<file path="src/rtl/sha256_pkg.sv">
// sha256_pkg: shared constants, types and helpers for the SHA-256/SHA-224
// chaining-state accumulator.
//   WORD_W / NUM_WORDS : word geometry of the 256-bit chaining value
//   IV_SHA256/IV_SHA224: initial hash values, H0 in the MSBs
//   state_t            : accumulator control states
//   get_word           : extract word i (H0 = word 0 in the MSBs)
//   byte_rev           : reverse byte order of a 256-bit value
package sha256_pkg;

    localparam int WORD_W    = 32;
    localparam int NUM_WORDS = 8;

    localparam logic [255:0] IV_SHA256 = {
        32'h6a09e667, 32'hbb67ae85, 32'h3c6ef372, 32'ha54ff53a,
        32'h510e527f, 32'h9b05688c, 32'h1f83d9ab, 32'h5be0cd19
    };

    localparam logic [255:0] IV_SHA224 = {
        32'hc1059ed8, 32'h367cd507, 32'h3070dd17, 32'hf70e5939,
        32'hffc00b31, 32'h68581511, 32'h64f98fa7, 32'hbefa4fa4
    };

    typedef enum logic [1:0] {
        IDLE  = 2'd0,
        ACCUM = 2'd1,
        DONE  = 2'd2
    } state_t;

    function automatic logic [WORD_W-1:0] get_word(input logic [255:0] v,
                                                   input int unsigned i);
        return v[255 - WORD_W*i -: WORD_W];
    endfunction

    function automatic logic [255:0] byte_rev(input logic [255:0] v);
        logic [255:0] r;
        r = '0;
        for (int unsigned b = 0; b < 32; b++) begin
            r[8*b +: 8] = v[255 - 8*b -: 8];
        end
        return r;
    endfunction

endpackage

</file>
<file path="src/rtl/sha256_word_add.sv">
// sha256_word_add: one 32-bit modular adder lane of the chaining-state update.
//   a, b : addends (chaining word, compression word)
//   sum  : a + b mod 2^32, carry out discarded
module sha256_word_add
    import sha256_pkg::*;
(
    input  logic [WORD_W-1:0] a,
    input  logic [WORD_W-1:0] b,
    output logic [WORD_W-1:0] sum
);

    assign sum = a + b;

endmodule

</file>
<file path="src/rtl/sha256_state_accum.sv">
// sha256_state_accum: SHA-256/SHA-224 chaining-state accumulator.
// Loads the IV on start, adds each accepted compression result word-wise
// into H0..H7, and flags the final digest with digest_valid/digest_ack.
// Ports:
//   clk, rst      : clock (rising edge), asynchronous active-high reset
//   start         : begin a new message (reload IV), wins over blk_valid
//   blk_valid     : compression result on d is valid
//   blk_last      : accepted block is the final one of the message
//   d             : working variables a..h, word i at d[255-32*i -: 32]
//   blk_ready     : accumulator accepts a block this cycle
//   h_state       : chaining value H0..H7, same packing as d
//   blk_cnt       : blocks accepted in the current message
//   digest_valid  : h_state holds the final digest
//   digest_ack    : consumer has taken the digest
//   overflow      : sticky, MAX_BLOCKS reached without blk_last
// Optional (macro SHA256_TARGET_CMP_EN):
//   target        : 256-bit mining target
//   hit           : byte-reversed digest <= target, valid with digest_valid
module sha256_state_accum
    import sha256_pkg::*;
#(
    parameter  int IV_SEL     = 0,
    parameter  int MAX_BLOCKS = 2,
    localparam int CNT_W      = $clog2(MAX_BLOCKS + 1)
) (
    input  logic             clk,
    input  logic             rst,
    input  logic             start,
    input  logic             blk_valid,
    input  logic             blk_last,
    input  logic [255:0]     d,
    output logic             blk_ready,
    output logic [255:0]     h_state,
    output logic [CNT_W-1:0] blk_cnt,
    output logic             digest_valid,
    input  logic             digest_ack,
`ifdef SHA256_TARGET_CMP_EN
    input  logic [255:0]     target,
    output logic             hit,
`endif
    output logic             overflow
);

    localparam logic [255:0] IV = (IV_SEL == 1) ? IV_SHA224 : IV_SHA256;

    state_t             state, state_nx;
    logic [255:0]       sum;
    logic [255:0]       h_nx;
    logic [CNT_W-1:0]   cnt_nx;
    logic               dv_nx;
    logic               ov_nx;
`ifdef SHA256_TARGET_CMP_EN
    logic               hit_nx;
`endif

    for (genvar i = 0; i < NUM_WORDS; i++) begin : g_add
        sha256_word_add u_add (
            .a   (get_word(h_state, i)),
            .b   (get_word(d, i)),
            .sum (sum[255 - WORD_W*i -: WORD_W])
        );
    end

    assign blk_ready = (state == ACCUM);

    always_comb begin
        state_nx = state;
        h_nx     = h_state;
        cnt_nx   = blk_cnt;
        dv_nx    = digest_valid;
        ov_nx    = overflow;
`ifdef SHA256_TARGET_CMP_EN
        hit_nx   = hit;
`endif
        if (start) begin
            state_nx = ACCUM;
            h_nx     = IV;
            cnt_nx   = '0;
            dv_nx    = 1'b0;
            ov_nx    = 1'b0;
`ifdef SHA256_TARGET_CMP_EN
            hit_nx   = 1'b0;
`endif
        end else begin
            case (state)
                ACCUM: begin
                    if (blk_valid) begin
                        h_nx   = sum;
                        cnt_nx = blk_cnt + CNT_W'(1);
                        // Last block, or the final permitted block without
                        // blk_last (forced termination, flagged by overflow).
                        if (blk_last || blk_cnt == CNT_W'(MAX_BLOCKS - 1)) begin
                            state_nx = DONE;
                            dv_nx    = 1'b1;
                            if (!blk_last) begin
                                ov_nx = 1'b1;
                            end
`ifdef SHA256_TARGET_CMP_EN
                            // Compare against the post-add value, which is
                            // what h_state shows once digest_valid is set.
                            hit_nx = (byte_rev(sum) <= target);
`endif
                        end
                    end
                end
                DONE: begin
                    if (digest_ack) begin
                        state_nx = IDLE;
                        dv_nx    = 1'b0;
`ifdef SHA256_TARGET_CMP_EN
                        hit_nx   = 1'b0;
`endif
                    end
                end
                default: ;
            endcase
        end
    end

    always_ff @(posedge clk or posedge rst) begin
        if (rst) begin
            state        <= IDLE;
            h_state      <= IV;
            blk_cnt      <= '0;
            digest_valid <= 1'b0;
            overflow     <= 1'b0;
`ifdef SHA256_TARGET_CMP_EN
            hit          <= 1'b0;
`endif
        end else begin
            state        <= state_nx;
            h_state      <= h_nx;
            blk_cnt      <= cnt_nx;
            digest_valid <= dv_nx;
            overflow     <= ov_nx;
`ifdef SHA256_TARGET_CMP_EN
            hit          <= hit_nx;
`endif
        end
    end

endmodule

</file>
<file path="config.mk">
export PLATFORM = sky130hd
export DESIGN_NAME = sha256_state_accum
export DESIGN_NICKNAME = d
export VERILOG_FILES = /design/src/rtl/sha256_pkg.sv /design/src/rtl/sha256_word_add.sv /design/src/rtl/sha256_state_accum.sv
export SDC_FILE = /design/constraint.sdc
export NUM_CORES = 1
export LEC_CHECK = 0
export BUFFER_PORTS_ARGS = -buffer_cell sky130_fd_sc_hd__buf_2
export CORE_ASPECT_RATIO = 0.75
export CORE_MARGIN = 2
export CORE_UTILIZATION = 56
export DETAILED_ROUTE_END_ITERATION = 8
export PLACE_DENSITY = 0.9
export RECOVER_POWER = 25
export SYNTH_ARGS = -nofsm -noshare
export SYNTH_HDL_FRONTEND = slang
export SYNTH_SLANG_ARGS = --single-unit
</file>
<file path="constraint.sdc">
create_clock -name clk -period 8.85 [get_ports clk]
set_input_delay 0.4425 -clock clk [delete_from_list [all_inputs] [get_ports clk]]
set_output_delay 0.4425 -clock clk [all_outputs]
set_load 0.02 [all_outputs]
</file>
==> results.py <==
metrics = {
    "job": {
        "drv_cap": 1,
    },
    "sta": {
        "maxSlewViolCount": 89,
        "min_period_over_period_pct": 50.54,
        "fin_crit_ns": 4.473,
        "hold_viol": 0,
        "worst_slew_pin_slew_ns": 4.115,
        "holdWs_ns": 0.1866,
        "rsz0062_at_grt": "no",
        "setup_tns_ns": 0,
        "setup_viol_count_final": 0,
        "skew_ns": 0.009755,
        "timing.fmax_ghz": 0.2236,
        "maxSlewHeadroom_pct": -175.8,
    },
    "layout": {
        "final_cell_mix": "buf_2, nand2_1, a21oi_1",
        "seqCellArea_sq_um": 6701,
        "fin_util_pct": 67.24,
        "nets": 3581,
        "final_common_cell": "buf_2",
        "drive_gt1_share_pct": 20.97,
        "syn2layout_area_growth_pct": 17.82,
        "fillers": 3121,
        "finalInstanceArea_sq_um": 25820,
        "multi_input_area_sq_um": 14640,
    },
    "die": {
        "ios": 523,
        "die_w_microns": 232.4,
        "core_area_sq_um": 38400,
        "die_area_sq_um": 40750,
        "initial_core_util_pct": 57.07,
        "die_y_microns": 175.3,
        "row_count": 62,
    },
    "worst_setup_path": {
        "rr_worst_depth": 12,
        "critPathKind": "input port to asynchronous set/reset pin",
        "path_cells": "dlygate4sd3_1, buf_2, clkinvlp_2, buf_4, buf_4",
        "end_kind": "asynchronous set/reset pin",
        "slowest_stage": "clkinvlp_2",
        "start_kind": "input port",
        "required_ns": 9.50,
        "critPathBufInv": 5,
        "reg2reg_setup_slack_ns": 5.07,
        "cp_top_family": "buffers and inverters",
        "reg2reg_to": "h_state[126]",
        "arrival_ns": 5.12,
        "max_stage_delay_ns": 2.28,
        "cpMostUsedCell": "buf_4",
        "rr_startpoint": "h_state[96]",
        "crit_fanout": 88,
    },
    "detailed_routing": {
        "vias": 22861,
        "postRouteAntennaNets": 0,
        "dr.pass1.iters": 7,
        "avgViaCountPerCell": 6.329,
        "drt_iter0_drc": 2155,
        "drt_wl_total_microns": 74340,
        "drcViolationCount": 0,
        "wire_per_inst_microns": 20.58,
    },
    "synth": {
        "synth_cells": 2595,
        "ys_seq_area_share_pct": 30.58,
        "ys.flop_type": "dfstp_2",
        "ys_async_sr_fraction_pct": 100.0,
        "synth_edf_count": 0,
        "synth.distinct_cells": 83,
        "syn_area_per_cell_sq_um": 8.445,
        "yosysWarningCount": 0,
        "yosys_register_bits": 261,
        "syn_area_sq_um": 21910,
        "synth_fp_nets": 3114,
    },
    "clock_network": {
        "htree_levels": 1,
        "cts_root_buf": "clkbuf_16",
        "clockBufferDepth": 3,
        "clk_latency_ns": 0.57,
        "cts_tree": "yes",
        "cts_inserted_buffers": 30,
        "clk_pin_slew_ns": 0.06,
        "clock_sinks": 261,
    },
    "grt": {
        "grt_pass1_wl_microns": 116100,
        "grt-ovfl-total": 0,
        "grt.total_usage_pct": 35.28,
        "grt_max_degree": 89,
        "use_met2_pct": 55.36,
        "grt_use_met1_pct": 46.29,
        "grt_util_met3_pct": 8.214,
        "grt_pass1_vias": 21893,
        "antenna_found_initial": 22,
        "grt-busiest-layer": "met2",
    },
    "outcome": {
        "status": "complete, but fails checks",
        "violations": "max-capacitance violations, max-slew violations",
    },
    "pwr": {
        "ir_drop_uv": 174.8,
        "leakage_nw": 12.05,
        "power_density_nw_per_um2": 217.5,
    },
    "hold_path": {
        "holdPathStages": 4,
        "min_to": "state[1]",
        "hold_class": "input port to flip-flop",
        "min_from": "digest_ack",
    },
    "placed_design": {
        "port_buffers": 522,
        "place_hpwl_microns": 54550,
        "place.gp.congestion": 0.9720,
        "place_area_sq_um": 24910,
    },
}
metrics by stage:
| stage | setup slack (ns) | std cells | total power (W) |
|---|---|---|---|
| floorplan | 1.449 | 2595 | 0.003540 |
| CTS | 5.174 | 3598 | 0.005591 |
| global placement | 4.673 | 3541 | 0.004169 |
| detailed placement | 4.671 | 3541 | 0.004269 |
| global route | 3.658 | 3611 | 0.005947 |
| finish | 4.377 | 3612 | 0.005615 |
worst reg2reg max path: stages (launching register included):
cell      delay (ns)
dfstp_2         0.38
ha_1            0.23
fa_1            0.44
a211oi_1        0.43
o21ai_1         0.16
a31oi_1         0.35
o21ai_1         0.22
a21oi_2         0.36
o21ai_0         0.22
or3_1           0.39
a21oi_1         0.18
mux2i_1         0.20
nand3_1         0.10
final cells by class:
type / instances / share of cell area, %
clock inverter: 13 / 0.4749
timing repair buffer: 533 / 9.934
antenna: 14 / 0.1357
clock buffer: 43 / 3.411
multi-input combinational: 2175 / 56.71
inverter: 61 / 0.8964
tap: 512 / 2.481
sequential: 261 / 25.95
routing by layer:
metal  wire [microns]  vias up
met4             3519       16
met5              103        -
met1            29920    10809
li1                 -    10499
met2            33390     1288
met3             7404      249
sequential cells by signal (all words and copies together) (netlist names):
| register | count |
|---|---|
| h_state | 256 |
| state | 2 |
| blk_cnt | 2 |
| overflow | 1 |
logic make-up (layout without fill, tap and decap cells):
logic type | after synthesis | in the layout | share of synthesized area [%]
adder cells (fa/ha/maj) | 257 | 257 | 14.95
multiplexers | 14 | 14 | 0.6566
AND/OR/NAND/NOR | 810 | 810 | 17.01
XOR/XNOR | 193 | 193 | 7.713
flip-flops | 261 | 261 | 30.58
buffers and inverters | 159 | 650 | 2.723
AO/OA/AOI/OAI | 901 | 901 | 26.37
other | 0 | 14 | 0
synthesized netlist by cell type (all sizes together), types with 27 or more instances:
library cell / number / share of area, %
inv: 60 / 1.0
and3: 30 / 0.86
o211ai: 61 / 2.1
xor2: 75 / 3.0
dfstp: 136 / 16
ha: 249 / 14
a21o: 115 / 3.9
nand2b: 28 / 0.80
nor2: 161 / 2.8
dfrtp: 125 / 14
a211oi: 52 / 1.8
nor3: 37 / 0.85
nand2: 347 / 5.9
nand3: 74 / 1.7
o21ai: 173 / 4.0
o21bai: 35 / 1.2
a21oi: 303 / 6.9
clkbuf: 94 / 1.6
xnor2: 118 / 4.7
a31oi: 33 / 0.97
nor2b: 34 / 1.0
nand4: 27 / 0.77
how the worst max path moves through the flow:
stage / startpoint / slack (ns) / end / depth (start not counted)
5_1_grt: rst / 3.66 / h_state[111] / 5
4_1_cts: h_state[96] / 5.17 / h_state[126] / 12
3_5_place_dp: start / 4.67 / h_state[217] / 7
6_report: rst / 4.38 / h_state[137] / 5
3_3_place_gp: start / 4.67 / h_state[217] / 7
2_1_floorplan: rst / 1.45 / blk_cnt[0] / 1
power by group:
part	leakage, nW	switching, W	internal, W
registers	3.11	0.000189	0.00144
clock network	0.492	0.000549	0.000747
logic	8.45	0.00165	0.00104
timing repair:
action,4_1_cts,5_1_grt
hold buffers,1,0
hold endpoints to repair,22,0
buffers inserted,0,0
gates resized for setup,0,0
Note: power is estimated with default switching activity, not from simulation.
